File: src/rtl/fp_add_arbiter.sv
// ============================================================================
// Module   : fp_add_arbiter
// Purpose  : Round-robin sharing of one combinational FP32 adder among NUM_REQ
//            requesters through a two-stage (operand / result) pipeline.
// Options  : define STICKY_FLAGS_EN to add sticky overflow/underflow flags.
// Revision : 1.0 - initial release
// ============================================================================
`default_nettype none

module fp_add_arbiter #(
  parameter int NUM_REQ = 4,
  parameter int ID_W    = 3
) (
  input  logic                   clk,
  input  logic                   rst,
  input  logic [NUM_REQ-1:0]     req_valid,
  output logic [NUM_REQ-1:0]     req_ready,
  input  logic [32*NUM_REQ-1:0]  req_a,
  input  logic [32*NUM_REQ-1:0]  req_b,
  input  logic [3*NUM_REQ-1:0]   req_rmode,
  output logic [31:0]            add_fp_a,
  output logic [31:0]            add_fp_b,
  output logic [2:0]             add_r_mode,
  input  logic [31:0]            add_fp_result,
  input  logic                   add_overflow,
  input  logic                   add_underflow,
  output logic                   rsp_valid,
  input  logic                   rsp_ready,
  output logic [ID_W-1:0]        rsp_id,
  output logic [31:0]            rsp_result,
  output logic                   rsp_overflow,
  output logic                   rsp_underflow,
  input  logic                   flag_clear,
  output logic                   flag_ovf,
  output logic                   flag_unf
);

  localparam int              PTR_W    = (NUM_REQ > 1) ? $clog2(NUM_REQ) : 1;
  localparam logic [PTR_W-1:0] LAST_IDX = PTR_W'(NUM_REQ - 1);

  // Pipeline and arbitration state
  logic             s1_valid_q, s1_valid_d;
  logic [PTR_W-1:0] s1_id_q, s1_id_d;
  logic [31:0]      s1_a_q, s1_a_d;
  logic [31:0]      s1_b_q, s1_b_d;
  logic [2:0]       s1_rmode_q, s1_rmode_d;
  logic [PTR_W-1:0] rr_ptr_q, rr_ptr_d;
  logic             rsp_valid_q, rsp_valid_d;
  logic [ID_W-1:0]  rsp_id_q, rsp_id_d;
  logic [31:0]      rsp_result_q, rsp_result_d;
  logic             rsp_ovf_q, rsp_ovf_d;
  logic             rsp_unf_q, rsp_unf_d;

  // Combinational arbitration signals
  logic             s2_load;
  logic             s1_load;
  logic             any_valid;
  logic             accept;
  logic             found_hi;
  logic             found_lo;
  logic [PTR_W-1:0] idx_hi;
  logic [PTR_W-1:0] idx_lo;
  logic [PTR_W-1:0] grant_idx;
  logic [31:0]      sel_a;
  logic [31:0]      sel_b;
  logic [2:0]       sel_rmode;

  assign s2_load   = s1_valid_q && (!rsp_valid_q || rsp_ready);
  assign s1_load   = !s1_valid_q || s2_load;
  assign any_valid = |req_valid;
  assign accept    = s1_load && any_valid && !rst;

  // Round-robin search split in two passes: indices at or above the pointer
  // win first, otherwise the lowest valid index (the wrap-around case).
  always_comb begin
    found_hi = 1'b0;
    found_lo = 1'b0;
    idx_hi   = '0;
    idx_lo   = '0;
    for (int i = 0; i < NUM_REQ; i++) begin
      if (req_valid[i] && !found_lo) begin
        found_lo = 1'b1;
        idx_lo   = PTR_W'(i);
      end
      if (req_valid[i] && !found_hi && (PTR_W'(i) >= rr_ptr_q)) begin
        found_hi = 1'b1;
        idx_hi   = PTR_W'(i);
      end
    end
    grant_idx = found_hi ? idx_hi : idx_lo;
  end

  always_comb begin
    req_ready = '0;
    sel_a     = '0;
    sel_b     = '0;
    sel_rmode = '0;
    for (int i = 0; i < NUM_REQ; i++) begin
      if (grant_idx == PTR_W'(i)) begin
        req_ready[i] = accept;
        sel_a        = req_a[32*i +: 32];
        sel_b        = req_b[32*i +: 32];
        sel_rmode    = req_rmode[3*i +: 3];
      end
    end
  end

  always_comb begin
    s1_valid_d   = s1_valid_q;
    s1_id_d      = s1_id_q;
    s1_a_d       = s1_a_q;
    s1_b_d       = s1_b_q;
    s1_rmode_d   = s1_rmode_q;
    rr_ptr_d     = rr_ptr_q;
    rsp_valid_d  = rsp_valid_q;
    rsp_id_d     = rsp_id_q;
    rsp_result_d = rsp_result_q;
    rsp_ovf_d    = rsp_ovf_q;
    rsp_unf_d    = rsp_unf_q;

    // An empty load slot drops s1_valid but keeps the adder operands steady.
    if (s1_load) begin
      s1_valid_d = any_valid;
      if (any_valid) begin
        s1_id_d    = grant_idx;
        s1_a_d     = sel_a;
        s1_b_d     = sel_b;
        s1_rmode_d = sel_rmode;
        rr_ptr_d   = (grant_idx == LAST_IDX) ? '0 : grant_idx + PTR_W'(1);
      end
    end

    if (s2_load) begin
      rsp_valid_d  = 1'b1;
      rsp_id_d     = ID_W'(s1_id_q);
      rsp_result_d = add_fp_result;
      rsp_ovf_d    = add_overflow;
      rsp_unf_d    = add_underflow;
    end else if (rsp_ready) begin
      rsp_valid_d  = 1'b0;
    end
  end

  always_ff @(posedge clk or posedge rst) begin
    if (rst) begin
      s1_valid_q   <= 1'b0;
      s1_id_q      <= '0;
      s1_a_q       <= '0;
      s1_b_q       <= '0;
      s1_rmode_q   <= '0;
      rr_ptr_q     <= '0;
      rsp_valid_q  <= 1'b0;
      rsp_id_q     <= '0;
      rsp_result_q <= '0;
      rsp_ovf_q    <= 1'b0;
      rsp_unf_q    <= 1'b0;
    end else begin
      s1_valid_q   <= s1_valid_d;
      s1_id_q      <= s1_id_d;
      s1_a_q       <= s1_a_d;
      s1_b_q       <= s1_b_d;
      s1_rmode_q   <= s1_rmode_d;
      rr_ptr_q     <= rr_ptr_d;
      rsp_valid_q  <= rsp_valid_d;
      rsp_id_q     <= rsp_id_d;
      rsp_result_q <= rsp_result_d;
      rsp_ovf_q    <= rsp_ovf_d;
      rsp_unf_q    <= rsp_unf_d;
    end
  end

  assign add_fp_a      = s1_a_q;
  assign add_fp_b      = s1_b_q;
  assign add_r_mode    = s1_rmode_q;
  assign rsp_valid     = rsp_valid_q;
  assign rsp_id        = rsp_id_q;
  assign rsp_result    = rsp_result_q;
  assign rsp_overflow  = rsp_ovf_q;
  assign rsp_underflow = rsp_unf_q;

`ifdef STICKY_FLAGS_EN
  logic rsp_pop;
  logic flag_ovf_q, flag_ovf_d;
  logic flag_unf_q, flag_unf_d;

  assign rsp_pop = rsp_valid_q && rsp_ready;

  // A flag event in the same cycle as a clear keeps the flag set.
  always_comb begin
    flag_ovf_d = flag_clear ? 1'b0 : flag_ovf_q;
    flag_unf_d = flag_clear ? 1'b0 : flag_unf_q;
    if (rsp_pop && rsp_ovf_q) flag_ovf_d = 1'b1;
    if (rsp_pop && rsp_unf_q) flag_unf_d = 1'b1;
  end

  always_ff @(posedge clk or posedge rst) begin
    if (rst) begin
      flag_ovf_q <= 1'b0;
      flag_unf_q <= 1'b0;
    end else begin
      flag_ovf_q <= flag_ovf_d;
      flag_unf_q <= flag_unf_d;
    end
  end

  assign flag_ovf = flag_ovf_q;
  assign flag_unf = flag_unf_q;
`else
  logic unused_flag_clear;
  assign unused_flag_clear = flag_clear;
  assign flag_ovf          = 1'b0;
  assign flag_unf          = 1'b0;
`endif

endmodule

`default_nettype wire

File: config.mk
export PLATFORM = sky130hd
export DESIGN_NAME = fp_add_arbiter
export DESIGN_NICKNAME = d
export VERILOG_FILES = /design/src/rtl/fp_add_arbiter.sv
export SDC_FILE = /design/constraint.sdc
export NUM_CORES = 1
export LEC_CHECK = 0
export CORE_AREA = 4 4 162 164
export CTS_CLUSTER_DIAMETER = 100
export DETAILED_ROUTE_END_ITERATION = 7
export DIE_AREA = 0 0 166 168
export SLEW_MARGIN = 20
export SYNTH_ARGS = -nofsm -noshare
export SYNTH_HDL_FRONTEND = slang
export SYNTH_SLANG_ARGS = --single-unit
File: constraint.sdc
create_clock -name clk -period 3.5 [get_ports clk]
set_input_delay 0.35 -clock clk [delete_from_list [all_inputs] [get_ports clk]]
set_output_delay 0.35 -clock clk [all_outputs]
set_load 0.01 [all_outputs]
==> impl_metrics.ini <==
[timing]
final_worst_clock_skew_ns = 0.0165
worst_rel_slew_slack_pct = 35.9
report.final.setup_viol = 0
worst_pin_slew_ns = 0.962
grt_setup_unrepaired = false
fmax_ghz = 0.336
final.min_clock_period_ns = 2.98
finalMaxSlewViolations = 0
timing_hold_violations_final = 0
setup_tns_ns = 0
period_share_pct = 85.1

[place]
io_buffers = 416
globalplace.congestion = 0.871
placed_cells = 1419
post_dp_cell_area_sq_mm = 0.0110
detailed_place_hpwl_mm = 20.5

[layout]
drive_gt1_share_pct = 6.97
final_cells = 1435
layout.core_utilization_pct = 45.4
fin_nets = 1414
diodes = 0
stdcell_area_sq_mm = 0.0113
area_delta_synth_final_pct = 72.7

[global_routing]
grt_first_pass_wirelength_mm = 42.4
globalRouteTotalUtil_pct = 19.1
grt_start_max_net_pins = 73
overall_overflow_remaining_after_global_route = 0
grt_pass1_vias = 7005
number_of_antenna_violations_at_the_first_check_in_global_routing = 0

[pwr]
power_per_cell_area_mw_per_mm2 = 555
largest_voltage_drop_on_the_vdd_net_mv = 0.251
power_leakage_nw = 4.42

[worst_setup_path]
cpMaxStageDelayCell = or4_2
worst_r2r_endpoint = add_fp_b[23]$_DFFE_PP0P_
r2r_cells = 8
timing.critical_path.max_delay_family = simple AND/OR/NAND/NOR gates
crit_cells = 5
regToRegSetupSlack_ns = 0.95
cp_num_buf_inv = 2
crit_fanout = 34
crit_chain = clkdlybuf4s50_1 -> or4_2 -> and2_4 -> and3_1 -> clkdlybuf4s50_1
max_stage_delay_ns = 0.71
crit_required_ns = 3.15
cpMostUsedCell = clkdlybuf4s50_1
cp-endpoint = req_ready[3]
worst-endpoint-arrival_ns = 2.63
worstSetupStartpointType = input pin
timing_worst_setup_path_type = in -> out
startpoint = req_valid[1]
timing.critical_path.to_type = output port
r2r_start = rr_ptr_q[1]$_DFFE_PP0P_

[cts]
cts.path.max_buffers = 2
cts_resized = 0
clock_root_buffer = clkbuf_16
tritoncts_buffer_count = 9
tritoncts = done
clkSlewWorstSetupHoldPaths_ns = 0.08
cts_setup_buffers = 0
cts.sink_count = 109
cts_hold_buffers = 0
cts_htree_levels = 3
clock_latency_late_sink_ns = 0.37

[synthesis]
synth-edff-count = 0
synth.top_cell.area_share_pct = 41.6
netlist_top_cells_area = dfrtp_1, a21oi_1, a221o_1
synth.ff_latch_count = 109
synth.cells.most_frequent = a21oi_1, dfrtp_1, inv_1, nand2_1, nand3b_1
yosysMostFrequentCell = a21oi_1
post_synth_num_cell_types = 29
syn_area_sq_mm = 0.00655
seq_area_frac_synth_pct = 41.6
synth_area_per_cell_sq_um = 8.90
synth-main-ff-cell = dfrtp_1
post_synth_inst_count = 736
asyncSetResetFlopFracSynth_pct = 100
synth.largest_area_cell = dfrtp_1
yosys_warn_count = 0

[outcome]
run_status = complete, no violations

[run]
max_capacitance_violation_total = 0

[min_path]
hold_path_class = in -> async

[floorplanning]
die_height_um = 168
initial_utilization_pct = 26.3
die_area_sq_mm = 0.0279
row_count = 58
core_sq_mm = 0.0249
die_width_um = 166
ioPinCount = 421

[route]
detailroute.via_count = 7134
post-route-drc-count = 0
ant_nets = 0
drtIter0Drc = 462
1st_pass_router_iterations = 5
vias_per_cell = 4.97
drt-wirelength-per-cell_um = 19.7
drt_wl_total_mm = 28.2
## layout by cell type (no fill, tap or decap)
| cell | instances |
|---|---|
| a21boi_0 | 1 |
| a21oi_1 | 137 |
| a221o_1 | 67 |
| a221oi_1 | 1 |
| a31oi_1 | 67 |
| a41o_1 | 1 |
| and2_4 | 1 |
| and3_1 | 5 |
| buf_12 | 5 |
| buf_4 | 13 |
| clkbuf_16 | 9 |
| clkdlybuf4s50_1 | 416 |
| clkinv_8 | 3 |
| conb_1 | 3 |
| dfrtp_1 | 109 |
| ha_2 | 1 |
| ha_4 | 3 |
| inv_1 | 69 |
| inv_12 | 1 |
| inv_4 | 1 |
| inv_6 | 2 |
| inv_8 | 1 |
| mux2_1 | 1 |
| mux2_2 | 36 |
| mux2i_1 | 2 |
| nand2_1 | 70 |
| nand2b_1 | 3 |
| nand3_1 | 2 |
| nand3b_1 | 68 |
| nand4b_1 | 1 |
| nor2_1 | 3 |
| o21a_1 | 1 |
| o21ai_1 | 1 |
| or4_2 | 1 |
## sequential cells by signal, indices dropped and copies added, names as in the netlist
signal,count
add_r_mode,3
rsp_overflow,1
rsp_result,32
rsp_underflow,1
rsp_valid,1
s1_id_q,2
rr_ptr_q,2
rsp_id,2
s1_valid_q,1
add_fp_b,32
add_fp_a,32
## layer usage
layer	vias up	GRT usage, %	wire (um)
met3	26	5.31	2110
li1	3417	-	-
met1	3399	24.2	11900
met2	292	32.5	13700
met5	-	0	0
met4	0	4.48	535
## stage by stage
step / setup WS (ns) / hold slack (ns) / power (mW)
floorplan: 0.0375 / 0.454 / 3.54
global placement: 0.533 / 0.469 / 5.20
detailed placement: 0.508 / 0.475 / 5.23
CTS: 0.501 / 0.253 / 6.36
global route: 0.392 / 0.271 / 6.69
finish: 0.521 / 0.260 / 6.28
## cell type report
cell class | instances | area (sq um)
well taps | 330 | 413
fillers | 2468 | 13600
flip-flops and latches | 109 | 2730
clock inverters | 7 | 93.8
repair buffers | 434 | 4360
clock buffers | 9 | 225
multi-input cells | 476 | 3220
inverters | 70 | 265
## report_power, final
part | switching [mW] | internal (mW)
sequential | 0.221 | 1.63
clock | 0.584 | 0.524
combinational | 1.54 | 1.77
## logic make-up (layout without fill, tap and decap cells)
kind of cell               after synthesis  in the layout  share of synthesized area, %
AOI/OAI and AO/OA                      276            276                          27.7
buffers and inverters                  153            520                          9.89
DFF                                    109            109                          41.6
adders and majority gates                4              4                         0.764
other                                    1              3                        0.0573
muxes                                   39             39                          6.67
and+or+nand+nor                        154            154                          13.3
## how the worst min path moves through the flow
stage | cells past startpoint | to | slack [ns] | start
floorplan | 1 | s1_id_q[0]$_DFFE_PP0P_ | 0.45 | s1_id_q[0]$_DFFE_PP0P_
global placement | 1 | rsp_valid$_DFFE_PP0P_ | 0.47 | s1_valid_q$_DFFE_PP0P_
detailed placement | 1 | s1_id_q[0]$_DFFE_PP0P_ | 0.47 | s1_id_q[0]$_DFFE_PP0P_
CTS | 2 | add_fp_b[12]$_DFFE_PP0P_ | 0.25 | rst
global route | 2 | add_fp_b[9]$_DFFE_PP0P_ | 0.27 | rst
finish | 2 | add_fp_b[13]$_DFFE_PP0P_ | 0.26 | rst
Note: power is estimated with default switching activity, not from simulation.
==> RTL change 1 (same flow settings) <==
Register the output `rsp_overflow` once more, cleared by the reset; this adds one clock of latency there. The other outputs are not delayed to match.
--- a/src/rtl/fp_add_arbiter.sv
+++ b/src/rtl/fp_add_arbiter.sv
@@ -175,7 +175,13 @@
   assign rsp_valid     = rsp_valid_q;
   assign rsp_id        = rsp_id_q;
   assign rsp_result    = rsp_result_q;
-  assign rsp_overflow  = rsp_ovf_q;
+  always_ff @(posedge clk or posedge rst) begin
+    if (rst) begin
+      rsp_overflow <= '0;
+    end else begin
+      rsp_overflow <= rsp_ovf_q;
+    end
+  end
   assign rsp_underflow = rsp_unf_q;
 
 `ifdef STICKY_FLAGS_EN
Behaviour: not the same (Yosys sat finds a counterexample within 4 cycles, from zero or initial values and one cycle with rst high).
==> RTL change 1 against the unedited design <==
  * Wire length is 0.90% lower
  * Setup slack better by 0.037 ns
  * Cell area hardly changed
  * Power is 0.18% lower
  * Synthesized area is 0.38% higher
  * Critical endpoint unchanged
  * Sequential cell count is 1 higher
  * Non-clock buffer count is 4 lower
  * Fmax is 1.2% higher
  * Largest cell class unchanged
==> RTL change 1: results (changes against the unedited design) <==
yosys_warnings: 0  # unchanged
antenna_found_initial: 0  # unchanged
yosys-top-cells-count: "a21oi_1, dfrtp_1, inv_1, nand2_1, nand3b_1"  # unchanged
synth_cell_type_count: 29  # unchanged
numCtsBuffers: 9  # unchanged
cts_setup_buffers: 0  # unchanged
grt_max_degree: 120  # was 73
synth_compound_area_share_pct: 27.6  # was 27.7%
fillCellCount: 2427  # was 2468
insertedDiodeCount: 0  # unchanged
clockBufferDepth: 2  # unchanged
nets: 1411  # was 1414
synthXorXnorAreaFrac_pct: 0  # unchanged
synth-async-reset-ratio_pct: 100  # unchanged
root_buffer: "clkbuf_16"  # unchanged
critPathArrivalTime_ns: 2.59  # was 2.63 ns
crit_slowest_cell: "clkdlybuf4s50_1"  # was or4_2
dp_cells: 1416  # was 1419
path_delay_family: "buffers and inverters"  # was simple AND/OR/NAND/NOR gates
synth.area.top_cells: "dfrtp_1, a21oi_1, a221o_1"  # unchanged
hp-class: "in -> async"  # unchanged
r2r-start: "rr_ptr_q[1]"  # unchanged
r2r-end: "add_fp_b[4]"  # was add_fp_b[23]
place.gp.congestion: 0.856  # was 0.871
drive_gt1_share_pct: 6.62  # was 6.97%
regToRegSetupSlack_ns: 1.00  # was 0.95 ns
finClkSkew_ns: 0.0111  # was 0.0165 ns
cts.reportedPaths.clkPinSlew_ns: 0.09
port_buffers: 416  # unchanged
grt_pass1_wl_um: 41600  # was 42400 um
grt_pass1_vias: 6873  # was 7005
synthMuxAreaShare_pct: 6.64  # was 6.67%
drt_iter0_drc: 559  # was 462
dp_hpwl_um: 20000  # was 20500 um
seq_area_frac_synth_pct: 41.9  # was 41.6%
wl_per_cell_um: 19.5  # was 19.7 um
p_int_mw: 3.93  # about the same
r2r_cells: 7  # was 8
drtPass1Iterations: 5  # unchanged
synth_ff_type: "dfrtp_1"  # unchanged
peakVddDrop_mv: 0.233  # was 0.251 mV
grt_usage_pct: 18.7  # was 19.1%
synthCells: 737  # was 736
max_slew.worst_pin.slew_ns: 0.887  # was 0.962 ns
path_max_fanout: 17  # was 34
status: "complete, no violations"  # unchanged
cts_hold_buf: 0  # unchanged
cp-startpoint: "req_valid[1]"  # unchanged
cts_resized: 0  # unchanged
drt_wl_total_um: 28000  # was 28200 um
synthAdderAreaFrac_pct: 0.761  # was 0.764%
cpPeakStageDelay_ns: 0.57  # was 0.71 ns
avgViaCountPerCell: 4.94  # was 4.97
p_leak_nw: 4.41  # was 4.42 nW
==> RTL change 1: cell types whose count changed in the layout (fill, tap and decap cells not counted) <==
cell      before  now
buf_4         13    8
buf_12         5    6
clkinv_4       0    1
dfrtp_1      109  110
inv_8          1    0
==> RTL change 1: worst max path at each step <==
stage	slack, ns	to	depth (start not counted)
finish	0.56	req_ready[3]	7
global route	0.42	req_ready[3]	7
CTS	0.55	req_ready[3]	7
detailed placement	0.57	req_ready[3]	7
global placement	0.57	req_ready[3]	7
floorplan	0.02	req_ready[0]	2
==> RTL change 1: final cells by class <==
type                            count  area share [%]
Clock buffer                        9            1.99
Clock inverter                      7           0.807
Inverter                           70            2.34
Multi-Input combinational cell    476            28.5
Sequential cell                   110            24.3
Tap cell                          330            3.65
Timing Repair Buffer              430            38.4
==> RTL change 1: metrics by stage <==
stage	util, %	power (mW)	worst slack, ns	hold WS (ns)	cell area [um2]
2_1_floorplan	-	3.55	0.0151	0.349	6580
3_3_place_gp	44.2	5.21	0.568	0.354	11000
3_5_place_dp	44.2	5.23	0.574	0.365	11000
4_1_cts	45.5	6.36	0.552	0.348	11300
5_1_grt	45.5	6.65	0.420	0.391	11300
6_report	45.5	6.27	0.557	0.348	11300
==> RTL change 1: power by group through the flow <==
stage / clock network (mW) / registers (mW) / logic (mW)
finish: 1.09 / 1.87 / 3.31
global route: 1.18 / 1.92 / 3.56
CTS: 1.14 / 1.87 / 3.35
detailed placement: 0 / 1.89 / 3.34
global placement: 0 / 1.88 / 3.33
floorplan: 0 / 2.04 / 1.51
==> RTL change 1: layer usage <==
| layer | share of wire (%) | track usage, % |
|---|---|---|
| met5 | 0 | 0 |
| met4 | 0.95 | 3.91 |
| met2 | 50 | 32.1 |
| met3 | 6.9 | 4.37 |
| met1 | 42 | 24.4 |
==> RTL change 2 (same settings) <==
Made on the original files. Set the parameter `NUM_REQ` to 2 (it was 4).
--- a/src/rtl/fp_add_arbiter.sv
+++ b/src/rtl/fp_add_arbiter.sv
@@ -8,7 +8,7 @@
 `default_nettype none
 
 module fp_add_arbiter #(
-  parameter int NUM_REQ = 4,
+  parameter int NUM_REQ = 2,
   parameter int ID_W    = 3
 ) (
   input  logic                   clk,
Ports: changed (5 resized); port bits go from 421 to 283. The function was not compared with the original's and may differ.
==> RTL change 2 against the unedited design <==
  * Critical path type unchanged
  * Sequential cell count decreased by 3
  * Global-route usage decreased by 6.5 points
  * Register-to-register slack improved by 0.57 ns
  * Highest routed layer is now met5
  * Setup slack improved by 0.69 ns
  * Wire length is 36% lower
  * Power decreased by 40%
  * Critical endpoint is now req_ready[0]
  * Via count shrank 39%
  * Sequential power decreased by 16%
  * Sequential share of layout area grew 9.0 points
  * Synthesized area down 29%
  * Cell area is 29% lower
==> RTL change 2: results (changes against the unedited design) <==
dp_hpwl_um: 12400  # was 20500 um
peakVddDrop_mv: 0.170  # was 0.251 mV
synthAdderAreaFrac_pct: 0  # was 0.764%
synth_compound_area_share_pct: 14.8  # was 27.7%
cp-endpoint: "req_ready[0]"  # was req_ready[3]
grt_use_met1_pct: 15.6  # was 24.2%
hp-class: "reg -> reg"  # was in -> async
seq_area_frac_synth_pct: 57.1  # was 41.6%
stdcell_count: 996  # was 1435
routed.top_layer: "met5"  # was met4
synth_cell_type_count: 22  # was 29
holdWs_ns: 0.505  # was 0.260 ns
r2r-start: "rsp_valid"  # was rr_ptr_q[1]
worst_slack_ns: 1.21  # was 0.521 ns
wl_per_cell_um: 18.1  # was 19.7 um
path_delay_family: "buffers and inverters"  # was simple AND/OR/NAND/NOR gates
grt_pass1_vias: 4637  # was 7005
pre_cts_ws_ns: 1.09  # was 0.508 ns
regToRegSetupSlack_ns: 1.52  # was 0.95 ns
clockBufferDepth: 2  # unchanged
synthMuxAreaShare_pct: 8.48  # was 6.67%
crit_slowest_cell: "clkdlybuf4s50_1"  # was or4_2
grt_usage_pct: 12.6  # was 19.1%
use_met2_pct: 20.7  # was 32.5%
antenna_found_initial: 3  # was 0
r2r_cells: 4  # was 8
status: "complete, no violations"  # unchanged
critPathArrivalTime_ns: 1.94  # was 2.63 ns
drive_gt1_share_pct: 10.2  # was 6.97%
use_met3_pct: 4.32  # was 5.31%
vias: 4343  # was 7134
fillCellCount: 2517  # was 2468
dp_cells: 981  # was 1419
synth.area.top_cells: "dfrtp_1, a221o_1, mux2_2"  # was dfrtp_1, a21oi_1, a221o_1
wl_met2_um: 8450  # was 13700 um
place.gp.congestion: 0.790  # was 0.871
path_max_fanout: 5  # was 34
nets: 836  # was 1414
finClkSkew_ns: 0.00862  # was 0.0165 ns
yosys-top-cells-count: "dfrtp_1, nand2_1, nor3_1"  # was a21oi_1, dfrtp_1, inv_1, nand2_1, nand3b_1
drtPass1Iterations: 4  # was 5
cpPeakStageDelay_ns: 0.60  # was 0.71 ns
wl_met3_um: 1580  # was 2110 um
p_leak_nw: 3.20  # was 4.42 nW
port_buffers: 277  # was 416
synthCells: 406  # was 736
met1Wirelength_um: 7610  # was 11900 um
slew-limit-headroom_pct: 42.1  # was 35.9%
r2r-end: "add_fp_a[8]"  # was add_fp_b[23]
grt_max_degree: 69  # was 73
post_dp_cell_area_um2: 7730  # was 11000 um2
drt_iter0_drc: 197  # was 462
insertion_delay_ns: 0.35  # was 0.37 ns
==> RTL change 2: report_power, final <==
| group | switching [mW] | total [mW] | internal, mW |
|---|---|---|---|
| Combinational | 0.494 | 1.22 | 0.724 |
| Clock | 0.498 | 0.987 | 0.489 |
| Sequential | 0.126 | 1.56 | 1.43 |
==> RTL change 2: area by class of cell <==
| class | instances | area (um2) | area share, % |
|---|---|---|---|
| Sequential cell | 106 | 2650 | 33.1 |
| Multi-Input combinational cell | 256 | 1790 | 22.4 |
| Clock buffer | 9 | 225 | 2.81 |
| Inverter | 1 | 6.26 | 0.0782 |
| Clock inverter | 6 | 51.3 | 0.641 |
| Tap cell | 330 | 413 | 5.16 |
| Timing Repair Buffer | 288 | 2860 | 35.8 |
==> RTL change 2: logic make-up after synthesis <==
group / count (synthesis)
DFF: 106
buffers and inverters: 47
muxes: 35
and+or+nand+nor: 147
other: 1
AOI/OAI and AO/OA: 70
